`config.mk`:
```
export PLATFORM = sky130hd
export DESIGN_NAME = restoring_divider
export DESIGN_NICKNAME = d
export VERILOG_FILES = /design/src/rtl/restoring_divider.sv
export SDC_FILE = /design/constraint.sdc
export NUM_CORES = 1
export LEC_CHECK = 0
export BUFFER_PORTS_ARGS = -buffer_cell sky130_fd_sc_hd__buf_2
export CAP_MARGIN = 30
export CORE_ASPECT_RATIO = 1.5
export CORE_MARGIN = 2
export CORE_UTILIZATION = 35
export CTS_BUF_LIST = sky130_fd_sc_hd__clkbuf_8
export CTS_CLUSTER_SIZE = 12
export DETAILED_ROUTE_END_ITERATION = 16
export MAX_ROUTING_LAYER = met4
export PLACE_DENSITY = 0.53
export REMOVE_ABC_BUFFERS = 1
export SLEW_MARGIN = 20
export SYNTH_ARGS = -nofsm -noshare
export SYNTH_HDL_FRONTEND = slang
export SYNTH_SLANG_ARGS = --single-unit
```
`constraint.sdc`:
```
create_clock -name DV_CLK -period 2.45 [get_ports DV_CLK]
set_input_delay 0.3675 -clock DV_CLK [delete_from_list [all_inputs] [get_ports DV_CLK]]
set_output_delay 0.3675 -clock DV_CLK [all_outputs]
set_load 0.01 [all_outputs]
```
`src/rtl/restoring_divider.sv`:
```
// ============================================================================
// Module   : restoring_divider
// Brief    : Sequential unsigned restoring divider, one trial subtraction per
//            clock, start/busy/done handshake, divide-by-zero flag.
// Revision : 1.0 - initial release
// ============================================================================
`default_nettype none

module restoring_divider #(
  parameter int WIDTH = 4
) (
  input  logic             DV_CLK,
  input  logic             DV_RST,
  input  logic             DV_START,
  input  logic [WIDTH-1:0] DV_DIVIDEND,
  input  logic [WIDTH-1:0] DV_DIVISOR,
  output logic             DV_BUSY,
  output logic             DV_DONE,
  output logic [WIDTH-1:0] DV_Q,
  output logic [WIDTH-1:0] DV_R,
  output logic             DV_DZ
);

  localparam int                 c_CW   = $clog2(WIDTH);
  localparam logic [c_CW-1:0]    c_LAST = c_CW'(WIDTH - 1);

  typedef enum logic [1:0] {
    S_IDLE = 2'd0,
    S_CALC = 2'd1,
    S_FIN  = 2'd2
  } state_t;

  state_t           r_state;
  logic [WIDTH-1:0] r_rem;
  logic [WIDTH-1:0] r_sreg;
  logic [WIDTH-1:0] r_dvsr;
  logic [c_CW-1:0]  r_cnt;
  logic             r_busy;
  logic             r_done;
  logic [WIDTH-1:0] r_q;
  logic [WIDTH-1:0] r_r;
  logic             r_dz;

  logic [WIDTH:0]   w_shift_rem;
  logic [WIDTH:0]   w_trial;
  logic             w_borrow;
  logic [WIDTH-1:0] w_new_rem;
  logic [WIDTH-1:0] w_new_sreg;

  // r_sreg shifts dividend bits out of the top while quotient bits enter at the bottom
  assign w_shift_rem = {r_rem, r_sreg[WIDTH-1]};
  assign w_trial     = w_shift_rem - {1'b0, r_dvsr};
  assign w_borrow    = w_trial[WIDTH];
  assign w_new_rem   = w_borrow ? w_shift_rem[WIDTH-1:0] : w_trial[WIDTH-1:0];
  assign w_new_sreg  = {r_sreg[WIDTH-2:0], ~w_borrow};

  always_ff @(posedge DV_CLK) begin
    if (DV_RST) begin
      r_state <= S_IDLE;
      r_rem   <= '0;
      r_sreg  <= '0;
      r_dvsr  <= '0;
      r_cnt   <= '0;
      r_busy  <= 1'b0;
      r_done  <= 1'b0;
      r_q     <= '0;
      r_r     <= '0;
      r_dz    <= 1'b0;
    end else begin
      r_done <= 1'b0;
      case (r_state)
        S_CALC: begin
          r_rem  <= w_new_rem;
          r_sreg <= w_new_sreg;
          r_cnt  <= r_cnt + 1'b1;
          if (r_cnt == c_LAST) begin
            r_state <= S_FIN;
            r_busy  <= 1'b0;
            r_done  <= 1'b1;
            r_q     <= w_new_sreg;
            r_r     <= w_new_rem;
            r_dz    <= 1'b0;
          end
        end
        default: begin
          // IDLE and FIN both accept a new request
          r_state <= S_IDLE;
          if (DV_START) begin
            r_dvsr <= DV_DIVISOR;
            r_cnt  <= '0;
            r_rem  <= '0;
            r_sreg <= DV_DIVIDEND;
            if (DV_DIVISOR == '0) begin
              r_state <= S_FIN;
              r_done  <= 1'b1;
              r_q     <= '1;
              r_r     <= DV_DIVIDEND;
              r_dz    <= 1'b1;
            end else begin
              r_state <= S_CALC;
              r_busy  <= 1'b1;
            end
          end
        end
      endcase
    end
  end

  assign DV_BUSY = r_busy;
  assign DV_DONE = r_done;
  assign DV_Q    = r_q;
  assign DV_R    = r_r;
  assign DV_DZ   = r_dz;

endmodule

`default_nettype wire
```
# Word-level counts from Yosys, hierarchy flattened
# Cells that the tools add are included.
# word_totals
reg_bits	27
inputBits	11
out_inout_bits	11
elab_cells	54
# op_classes
add_sub_neg	2
n_eq_ne	4
n_mux	30
n_bitwise	2
n_reduce_logical	6
# ops
operator	n
two-way mux 4 bit	13
two-way mux 2 bit	6
two-way mux 1 bit	11
AND reduction 3 bit	2
subtractor 5 x 4 -> 5 bit	1
zero test 4 bit	1
nonzero test 2 bit	2
adder 2 x 1 -> 2 bit, second input constant	1
equality test 2 x 1 -> 1 bit, second input constant	1
equality test 2 bit, second input constant	1
inequality test 2 x 1 -> 1 bit, second input constant	1
inequality test 2 bit, second input constant	1
inverter 1 bit	2
AND reduction 2 bit	1

# Longest topological paths before layout
# Gate-level depths: netlist of run 1.
# depth
depth_word	4
ltp_mapped	8
ltp_nobuf	8

# Worst setup path after synthesis of run 1
# Ideal clock, no wire load.
# synth_timing
kind	flip-flop to flip-flop
startpoint	reg r_sreg[3]
endpoint	reg r_r[2], in the netlist DV_R[2]
setup_ns	0.091
arrival_time_ns	1.978
setup_slack_ns	0.381
stages_incl_launch_ff	9
n_path_buf	0
path_cell_list	dfxtp_1 > inv_1 > ha_1 > fa_1 > nand2b_4 > a21oi_4 > xor2_4 > mux2_4 > a311oi_1
# synth_between
elab_chain_len	4
# synth_rtl
item	line	source
start, declared	35	logic [WIDTH-1:0] r_sreg;
start signal, assigned	74	r_sreg <= w_new_sreg;
subtractor 5 x 4 -> 5 bit	52	assign w_trial = w_shift_rem - {1'b0, r_dvsr};
two-way mux 4 bit	54	assign w_new_rem = w_borrow ? w_shift_rem[WIDTH-1:0] : w_trial[WIDTH-1:0];
two-way mux 4 bit	76	if (r_cnt == c_LAST) begin
two-way mux 4 bit	71	case (r_state)
end signal, assigned	81	r_r <= w_new_rem;
end, declared	41	logic [WIDTH-1:0] r_r;
# Every way passes these cells. The select of a mux whose other input is x is not followed.
# A chain may end at the register's enable or synchronous reset.

# Worst setup path in the final report of run 1
# Ends and elaborated chain as after synthesis.

==> results of run 1 <==
[power by group]
part / switching, mW / internal (mW)
logic: 0.102 / 0.0716
clock network: 0.134 / 0.112
registers: 0.0146 / 0.462
[synth_stat cells]
cell,number,share of area
sky130_fd_sc_hd__and2b_1,1,0.0057
sky130_fd_sc_hd__a211oi_2,3,0.029
sky130_fd_sc_hd__nor2_2,1,0.0048
sky130_fd_sc_hd__inv_1,5,0.014
sky130_fd_sc_hd__a311oi_2,2,0.023
sky130_fd_sc_hd__o211ai_1,1,0.0057
sky130_fd_sc_hd__fa_1,1,0.015
sky130_fd_sc_hd__buf_2,3,0.011
sky130_fd_sc_hd__a311oi_1,2,0.013
sky130_fd_sc_hd__a211oi_1,5,0.029
sky130_fd_sc_hd__buf_1,2,0.0057
sky130_fd_sc_hd__nand3_1,5,0.019
sky130_fd_sc_hd__nand2_1,16,0.046
sky130_fd_sc_hd__nand3_2,1,0.0077
sky130_fd_sc_hd__nand2_2,1,0.0048
sky130_fd_sc_hd__clkbuf_1,2,0.0057
sky130_fd_sc_hd__a22oi_1,1,0.0057
sky130_fd_sc_hd__nor4_4,1,0.016
sky130_fd_sc_hd__nand2b_4,1,0.011
sky130_fd_sc_hd__buf_6,1,0.0086
sky130_fd_sc_hd__ha_1,5,0.048
sky130_fd_sc_hd__nand2b_1,3,0.014
sky130_fd_sc_hd__a21oi_1,15,0.057
sky130_fd_sc_hd__mux2i_1,6,0.046
sky130_fd_sc_hd__a31oi_1,1,0.0048
sky130_fd_sc_hd__a21oi_4,1,0.012
sky130_fd_sc_hd__mux2_4,1,0.011
sky130_fd_sc_hd__xor2_4,1,0.021
sky130_fd_sc_hd__dfxtp_1,27,0.41
sky130_fd_sc_hd__nor2_1,27,0.078
sky130_fd_sc_hd__nand3b_1,2,0.011
[metal layers]
layer | vias up | GRT usage
met5 | - | -
met4 | 0 | 0.0615
met3 | 4 | 0.0226
met2 | 17 | 0.233
met1 | 474 | 0.192
li1 | 529 | -
[logic make-up after synthesis]
group / count (synthesis) / synth area share
adders and majority gates: 6 / 0.0632
and+or+nand+nor: 59 / 0.218
muxes: 7 / 0.0575
xor gates and xnor gates: 1 / 0.0211
DFF: 27 / 0.414
AOI/OAI and AO/OA: 31 / 0.180
buffers and inverters: 13 / 0.0460
[worst max-delay path: stages (launching register included)]
cell and delay, ns:
sky130_fd_sc_hd__dfxtp_1 0.34, sky130_fd_sc_hd__inv_1 0.05, sky130_fd_sc_hd__ha_1 0.21, sky130_fd_sc_hd__fa_1 0.39, sky130_fd_sc_hd__nand2b_4 0.17, sky130_fd_sc_hd__a21oi_4 0.17
sky130_fd_sc_hd__xor2_4 0.25, sky130_fd_sc_hd__mux2_4 0.33, sky130_fd_sc_hd__a311oi_1 0.21
[sequential cells by signal, indices dropped and copies added, names as in the netlist]
name,cells
DV_BUSY,1
DV_DONE,1
DV_DZ,1
DV_Q,4
DV_R,4
r_cnt,2
r_dvsr,4
r_rem,4
r_sreg,4
r_state,2
[worst paths after layout]
check | endpoint | from | cells after the start | slack [ns]
worst max-delay path | DV_R[2] | r_sreg[3] | 8 | 0.23
worst min-delay path | r_dvsr[1] | DV_DIVISOR[1] | 3 | 0.38
worst max register to register | DV_R[2] | r_sreg[3] | 8 | 0.23
worst min register to register | r_dvsr[3] | r_dvsr[3] | 2 | 0.46
[final cells by class]
class / count / area [um^2] / share of cell area
flip-flops and latches: 27 / 541 / 0.366
repair buffers: 22 / 113 / 0.0763
inverters: 5 / 18.8 / 0.0127
clock inverters: 1 / 3.75 / 0.00254
clock buffers: 3 / 41.3 / 0.0280
multi-input cells: 104 / 706 / 0.478
well taps: 43 / 53.8 / 0.0364
==> impl_summary.log, run 1 <==
[metrics] number of different library cells in the post-synthesis netlist: 31
[metrics] summed instance area of the synthesized netlist: 1310 um^2
[metrics] final number of max-transition violations: 0
[metrics] final standard cell utilization of the core: 0.408
[metrics] kind of path behind the tightest hold check: primary input to register
[metrics] total wirelength of the detailed-routed design: 2630 um
[metrics] max cap viols: 0
[metrics] DRC viols: 0
[metrics] Overflow after GRT: 0
[metrics] met2 WL post-DR: 1360 um
[metrics] final hold vios: 0
[metrics] Die X: ~54 um
[metrics] DRC violation total after the first TritonRoute iteration: 24
[metrics] Tightest Pin Transition: 0.531 ns
[metrics] initial antenna violation count: 0
[metrics] unrepaired setup endpoints after global routing: false
[metrics] clock latency at the later pin of the worst-skew pair: 0.27 ns
[metrics] mean instance size in the synthesized netlist: 9.07 um^2
[metrics] count of standard-cell rows: 27
[metrics] type of the setup path with the least slack: register to register
[metrics] crit path launch type: register
[metrics] Arrival @ worst endpoint: 2.40 ns
[metrics] met3 wire length: 72 um
[metrics] final weighted congestion in routability-driven placement: 0.803
[metrics] Setup TNS: 0 ns
[metrics] fraction of the yosys area taken by sequential cells: 0.414
[metrics] count of vias placed by the detailed router: 1,024
[metrics] pin count of the biggest net entering global routing: 28
[metrics] HPWL after detailed placement: 2030 um
[metrics] Inserted Diodes: 0
[metrics] total power of the final layout: 897 uW
[metrics] clock skew after layout: 0.00348 ns
[metrics] Clock Tree Root: sky130_fd_sc_hd__clkbuf_8
[metrics] Power Density: ~610 nW/um^2
[metrics] Final Setup Violations: 0
[metrics] global routing usage summed across all routing layers: 0.151
[metrics] result of the run: completed
[metrics] fill cell instance count of the final layout: 363
[metrics] headroom to the max-slew limit: 0.646
[metrics] flip-flop and latch count after synthesis: 27
[metrics] uppermost layer routed: met4
[metrics] top library cells by usage in the layout, fill and taps aside: sky130_fd_sc_hd__dfxtp_1 (27), sky130_fd_sc_hd__nor2_1 (27), sky130_fd_sc_hd__buf_2 (21)
[metrics] synthesized instance count: 144
[metrics] FMAX: between 400 and 500 MHz
[metrics] Crit path required time: approximately 2.6 ns
[metrics] Critical Path End Type: register
[metrics] clock period minus worst slack: 2.22 ns
[metrics] buffer levels on the longest clock path: 2
[metrics] fin area: between 1000 and 1500 um^2
[metrics] Post-CTS Repair Setup Buffers: 0
[metrics] Static Leak: 0.607 nW
[metrics] DRT antenna net count: 0
[metrics] Yosys Warn Count: 0
[metrics] number of nets in the layout: 180
[metrics] setup slack after placement: 0.241 ns
[metrics] height of the die: 78.8 um
[metrics] cts hold-fix bufs: 0
[metrics] floorplan die area: 4250 um^2
[metrics] wl on met1: approximately 1100 um
[metrics] clock-pin slew reported for the worst setup and hold paths after clock tree synthesis: 0.09 ns
[metrics] maximum level of the CTS H-tree: 1
[metrics] area delta synth->final: 13.0%
[metrics] number of iterations in the first detailed-routing pass: 5
[metrics] TritonCTS clock tree: done
[metrics] placed instance count: 201
[metrics] clock tree sinks: 27
[metrics] starting density of the core: 0.361
[metrics] drt wl/cell: 12.8 um
[metrics] final worst path period share: 0.907
[metrics] number of CTS-inserted buffers: 3
[metrics] number of non-filler instances in the completed layout: 205
[metrics] number of global-route vias before repair: 1,016
[metrics] area of the placeable core: 3610 um^2
[metrics] worst-path fanout max: 6
[metrics] vias per inst: 5.00
[metrics] I/O pin count: 22
[metrics] final worst-path setup slack: 0.228 ns
[metrics] worst ir drop on vdd: 0.000361 V
[metrics] CTS-repair resized insts: 0
[metrics] DP Area: 1430 um^2
[metrics] fraction of final layout cells with drive strength greater than 1: 0.235
[metrics] worst hold-check slack: ~0.38 ns
[metrics] number of input and output port buffers inserted: 21
[metrics] wire length of the first global-routing pass: 4660 um
(Power assumes the default switching activity.)
==> run 2, diff against run 1 <==
--- a/config.mk
+++ b/config.mk
@@ -9,5 +9,4 @@
 export CAP_MARGIN = 30
 export CORE_ASPECT_RATIO = 1.5
-export CORE_MARGIN = 2
 export CORE_UTILIZATION = 35
 export CTS_BUF_LIST = sky130_fd_sc_hd__clkbuf_8
==> constraint.sdc (replaced) <==
create_clock -name DV_CLK -period 2.45 [get_ports DV_CLK]
set_input_delay 0.3675 -clock DV_CLK [delete_from_list [all_inputs] [get_ports DV_CLK]]
set_output_delay 0.3675 -clock DV_CLK [all_outputs]
set_load 0.005 [all_outputs]
==> impl_summary.log, run 2 (synthesized netlist as in run 1, its figures left out) <==
[metrics] clock period minus worst slack: 2.23 ns
[metrics] maximum level of the CTS H-tree: 1
[metrics] CTS-repair resized insts: 0
[metrics] final worst path period share: 0.910
[metrics] Power Density: roughly 610 nW/um^2
[metrics] worst ir drop on vdd: 0.000376 V
[metrics] final hold vios: 0
[metrics] fraction of final layout cells with drive strength greater than 1: 0.235
[metrics] Post-CTS Repair Setup Buffers: 0
[metrics] unrepaired setup endpoints after global routing: false
[metrics] master of the slowest instance on the critical path: sky130_fd_sc_hd__fa_1
[metrics] GR Util met2: 0.232
[metrics] headroom to the max-slew limit: 0.632
[metrics] number of iterations in the first detailed-routing pass: 4
[metrics] number of global-route vias before repair: 980
[metrics] pin count of the biggest net entering global routing: 28
[metrics] DRT antenna net count: 0
[metrics] DRC viols: 0
[metrics] count of vias placed by the detailed router: about 1,000
[metrics] clock latency at the later pin of the worst-skew pair: 0.27 ns
[metrics] HPWL after detailed placement: 1970 um
[metrics] FMAX: 448 MHz
[metrics] placed instance count: 200
[metrics] type of the setup path with the least slack: register to register
[metrics] Setup TNS: 0 ns
[metrics] area delta synth->final: 12.9%
[metrics] Clock Tree Root: sky130_fd_sc_hd__clkbuf_8
[metrics] launching instance or port of the critical path: r_sreg[3]
[metrics] number of non-filler instances in the completed layout: 204
[metrics] Critical Path End Type: register
[metrics] number of CTS-inserted buffers: 3
[metrics] kind of path behind the tightest hold check: primary input to register
[metrics] result of the run: completed
[metrics] DRC violation total after the first TritonRoute iteration: 18
[metrics] max cap viols: 0
[metrics] Inserted Diodes: 0
[metrics] drt wl/cell: 12.8 um
[metrics] crit path launch type: register
[metrics] clock-pin slew reported for the worst setup and hold paths after clock tree synthesis: 0.09 ns
[metrics] count of standard-cell rows: 26
[metrics] I/O pin count: 22
[metrics] largest stage delay on the critical path: about 0.40 ns
[metrics] launch point of the worst reg-to-reg path: r_sreg[3]
[metrics] number of input and output port buffers inserted: 21
[metrics] Die X: 51.9 um
[metrics] worst-path fanout max: 6
[metrics] Worst R2R Path Depth: 8
[metrics] final number of max-transition violations: 0
[metrics] capture point of the worst reg-to-reg path: DV_R[2]
[metrics] chain of cells forming the critical path: inv_1, ha_1, fa_1, nand2b_4, a21oi_4, xor2_4, mux2_4, a311oi_1
[metrics] grt met1 use: 0.204
[metrics] vias per inst: 4.98
[metrics] Static Leak: between 0.6 and 0.7 nW
[metrics] clock skew after layout: 0.00459 ns
[metrics] buffer levels on the longest clock path: 2
[metrics] area of the placeable core: 3480 um^2
[metrics] floorplan die area: 3990 um^2
[metrics] Final Setup Violations: 0
[metrics] met3 usage: 0.0179
[metrics] final standard cell utilization of the core: 0.424
[metrics] Tightest Pin Transition: 0.552 ns
[metrics] Arrival @ worst endpoint: 2.42 ns
[metrics] TritonCTS clock tree: done
[metrics] total wirelength of the detailed-routed design: approximately 2600 um
[metrics] cts hold-fix bufs: 0
[metrics] worst hold path cell count: 3
[metrics] top library cells by usage in the layout, fill and taps aside: sky130_fd_sc_hd__dfxtp_1 (27), sky130_fd_sc_hd__nor2_1 (27), sky130_fd_sc_hd__buf_2 (21)
[metrics] startpoint of the lowest-slack hold path: DV_DIVISOR[1]
[metrics] Hold Crit Endpoint: r_dvsr[1]
[metrics] final weighted congestion in routability-driven placement: 0.825
[metrics] initial antenna violation count: 0
[metrics] starting density of the core: 0.375
[metrics] global routing usage summed across all routing layers: 0.154
[metrics] Overflow after GRT: 0
[metrics] clock tree sinks: 27
[metrics] R2R setup slack: 0.22 ns
[metrics] Top Usage Layer GRT: met2
[metrics] number of nets in the layout: between 150 and 200
[metrics] height of the die: 76.8 um
[metrics] Crit path required time: 2.64 ns
[metrics] wire length of the first global-routing pass: 4550 um
-- run 2: cell counts in the layout (fill, tap and decap cells not counted) --
Identical to the previous run, type by type.
-- run 2: power by group --
group,switching [mW],internal [mW]
Sequential,0.0149,0.462
Combinational,0.102,0.0720
Clock,0.142,0.113
Total,0.259,0.646
-- run 2: worst max path at each step --
stage | depth (start not counted) | slack [ns] | end
final | 8 | 0.22 | DV_R[2]
after global routing | 8 | 0.14 | DV_R[2]
after CTS | 8 | 0.22 | DV_R[2]
after detailed placement | 8 | 0.26 | DV_R[2]
after global placement | 8 | 0.31 | DV_R[2]
after floorplan | 8 | 0.38 | DV_R[2]
-- run 2: cell type report --
type | count | area (um^2)
Clock buffer | 3 | 41.3
Clock inverter | 1 | 3.75
Fill cell | 359 | 2010
Inverter | 5 | 18.8
Multi-Input combinational cell | 104 | 706
Sequential cell | 27 | 541
Tap cell | 42 | 52.6
Timing Repair Buffer | 22 | 113
-- run 2: critical path: cells and delay by family, from the launching register on --
family | cells | cell delay (ns)
buffers and inverters | 1 | 0.05
flip-flops | 1 | 0.34
XOR/XNOR | 1 | 0.26
adder cells (fa/ha/maj) | 2 | 0.61
AO/OA/AOI/OAI | 2 | 0.37
multiplexers | 1 | 0.34
AND/OR/NAND/NOR | 1 | 0.17
-- run 2: layer usage --
metal,share of wire,vias to the layer above
met5,0,-
met4,0.019,0
met3,0.019,5
met2,0.49,14
met1,0.47,466
li1,-,531
-- run 2: metrics by stage --
| stage | hold slack (ns) | worst slack (ns) | power, mW | area, um^2 |
|---|---|---|---|---|
| 2_1_floorplan | 0.430 | 0.381 | 0.607 | 1260 |
| 3_3_place_gp | 0.441 | 0.307 | 0.658 | 1430 |
| 3_5_place_dp | 0.456 | 0.256 | 0.663 | 1430 |
| 4_1_cts | 0.358 | 0.215 | 0.915 | 1480 |
| 5_1_grt | 0.363 | 0.137 | 0.956 | 1480 |
| 6_report | 0.361 | 0.220 | 0.906 | 1480 |
==> run 3, diff against run 2 <==
- clock period: 2.45 -> 2.8 ns (I/O delays scaled with it)
==> impl_summary.log, run 3 (synthesized netlist as in run 1, its figures left out) <==
[metrics] final hold vios: 0
[metrics] starting density of the core: 0.375
[metrics] register share of total power: 0.528
[metrics] worst ir drop on vdd: 0.000293 V
[metrics] worst-path fanout max: 6
[metrics] placed instance count: 200
[metrics] Final Setup Violations: 0
[metrics] Static Leak: 0.606 nW
[metrics] cts hold-fix bufs: 0
[metrics] capture point of the worst reg-to-reg path: DV_R[2]
[metrics] height of the die: roughly 77 um
[metrics] launch point of the worst reg-to-reg path: r_sreg[3]
[metrics] fraction of final layout cells with drive strength greater than 1: 0.241
[metrics] master of the slowest instance on the critical path: sky130_fd_sc_hd__fa_1
[metrics] headroom to the max-slew limit: 0.647
[metrics] I/O pin count: 22
[metrics] final weighted congestion in routability-driven placement: around 0.86
[metrics] GR Util met2: 0.256
[metrics] count of vias placed by the detailed router: 1,035
[metrics] count of standard-cell rows: 26
[metrics] launching instance or port of the critical path: r_sreg[3]
[metrics] CTS-repair resized insts: 0
[metrics] Net Sw Power: ~220 uW
[metrics] Arrival @ worst endpoint: 2.39 ns
[metrics] vias per inst: 5.07
[metrics] wire length of the first global-routing pass: 4730 um
[metrics] clock tree sinks: 27
[metrics] Worst R2R Path Depth: 8
[metrics] TritonCTS clock tree: done
[metrics] Setup TNS: 0 ns
[metrics] met3 usage: 0.0238
[metrics] largest stage delay on the critical path: 0.38 ns
[metrics] clock skew after layout: 0.00498 ns
[metrics] capture point of the worst path: DV_R[2]
[metrics] DRC viols: 0
[metrics] initial antenna violation count: 0
[metrics] chain of cells forming the critical path: inv_1, ha_1, fa_1, nand2b_4, a21oi_4, xor2_4, mux2_4, a311oi_1
[metrics] crit path launch type: register
[metrics] Overflow after GRT: 0
[metrics] area of the placeable core: 3480 um^2
[metrics] final worst path period share: 0.786
[metrics] kind of path behind the tightest hold check: primary input to register
[metrics] Clock Tree Root: sky130_fd_sc_hd__clkbuf_8
[metrics] final standard cell utilization of the core: 0.424
[metrics] number of nets in the layout: 180
[metrics] clock latency at the later pin of the worst-skew pair: 0.27 ns
[metrics] P_int: around 570 uW
[metrics] R2R setup slack: 0.60 ns
[metrics] Top Usage Layer GRT: met2
[metrics] final worst-path setup slack: 0.598 ns
[metrics] result of the run: completed
[metrics] Critical Path End Type: register
[metrics] HPWL after detailed placement: 2000 um
[metrics] worst hold-check slack: approximately 0.42 ns
[metrics] type of the setup path with the least slack: register to register
[metrics] Power Density: 534 nW/um^2
[metrics] grt met1 use: 0.197
[metrics] number of non-filler instances in the completed layout: about 200
[metrics] DRT antenna net count: 0
[metrics] clock period minus worst slack: 2.20 ns
[metrics] setup slack after placement: slightly below 0.6 ns
[metrics] clock-pin slew reported for the worst setup and hold paths after clock tree synthesis: 0.09 ns
[metrics] fraction of power consumed by combinational cells: 0.191
[metrics] drt wl/cell: 13.1 um
[metrics] share of total power in the clock network: 0.281
[metrics] number of CTS-inserted buffers: 3
[metrics] total wirelength of the detailed-routed design: 2680 um
[metrics] top library cells by usage in the layout, fill and taps aside: sky130_fd_sc_hd__dfxtp_1 (27), sky130_fd_sc_hd__nor2_1 (27), sky130_fd_sc_hd__buf_2 (21)
[metrics] unrepaired setup endpoints after global routing: false
[metrics] number of input and output port buffers inserted: 21
[metrics] switching share of total power: 0.282
[metrics] max cap viols: 0
[metrics] pin count of the biggest net entering global routing: 28
[metrics] Post-CTS Repair Setup Buffers: 0
[metrics] floorplan die area: roughly 4000 um^2
[metrics] number of iterations in the first detailed-routing pass: 4
[metrics] global routing usage summed across all routing layers: 0.162
[metrics] DRC violation total after the first TritonRoute iteration: 23
[metrics] buffer levels on the longest clock path: 2
[metrics] Crit path required time: between 2 and 3 ns
[metrics] area delta synth->final: 13.0%
[metrics] FMAX: about 450 MHz
[metrics] final number of max-transition violations: 0
[metrics] number of global-route vias before repair: 1,081
[metrics] Tightest Pin Transition: 0.530 ns
[metrics] Inserted Diodes: 0
[metrics] maximum level of the CTS H-tree: 1
[metrics] Die X: 51.9 um
run 3: cell types whose count changed in the layout (fill, tap and decap cells not counted), sizes merged:
cell	change
clkinv	+1
inv	-1
run 3: worst min path at each step:
| stage | start | end | slack (ns) | depth (start not counted) |
|---|---|---|---|---|
| after global placement | DV_DZ | DV_DZ | 0.44 | 2 |
| final | DV_DIVIDEND[2] | DV_R[2] | 0.42 | 3 |
| after global routing | DV_DIVISOR[2] | r_dvsr[2] | 0.42 | 3 |
| after CTS | DV_DIVIDEND[2] | DV_R[2] | 0.41 | 3 |
| after detailed placement | r_dvsr[2] | r_dvsr[2] | 0.45 | 2 |
| after floorplan | r_dvsr[2] | r_dvsr[2] | 0.43 | 2 |
run 3: layout make-up:
cell class | instances | area, um^2
clock buffer | 3 | 41.3
inverter | 5 | 18.8
timing repair buffer | 22 | 113
clock inverter | 1 | 5.00
fill | 366 | 2000
multi-input combinational | 104 | 706
tap | 42 | 52.6
sequential | 27 | 541
run 3: routing by layer:
layer	share of wire	vias up	routed length, um
met4	0.015	0	39
met5	0	-	0
met2	0.52	21	1400
met1	0.43	481	1150
met3	0.032	4	85
li1	-	529	-
run 3: critical path: cells and delay by family (launching register included):
family | cells | cell delay, ns
AOI/OAI and AO/OA | 2 | 0.37
xor gates and xnor gates | 1 | 0.25
adders and majority gates | 2 | 0.59
buffers and inverters | 1 | 0.05
DFF | 1 | 0.34
muxes | 1 | 0.33
and+or+nand+nor | 1 | 0.17
run 3: power by group through the flow:
stage / clock network, mW / registers (mW) / logic (mW)
finish: 0.222 / 0.417 / 0.150
global route: 0.249 / 0.420 / 0.170
CTS: 0.232 / 0.417 / 0.152
detailed placement: 0 / 0.426 / 0.152
global placement: 0 / 0.426 / 0.150
floorplan: 0 / 0.424 / 0.107
run 3: metrics by stage:
step,total power [mW],cell area (um^2)
floorplan,0.531,1260
global placement,0.576,1430
detailed placement,0.578,1430
finish,0.789,1480
CTS,0.801,1480
global route,0.839,1480
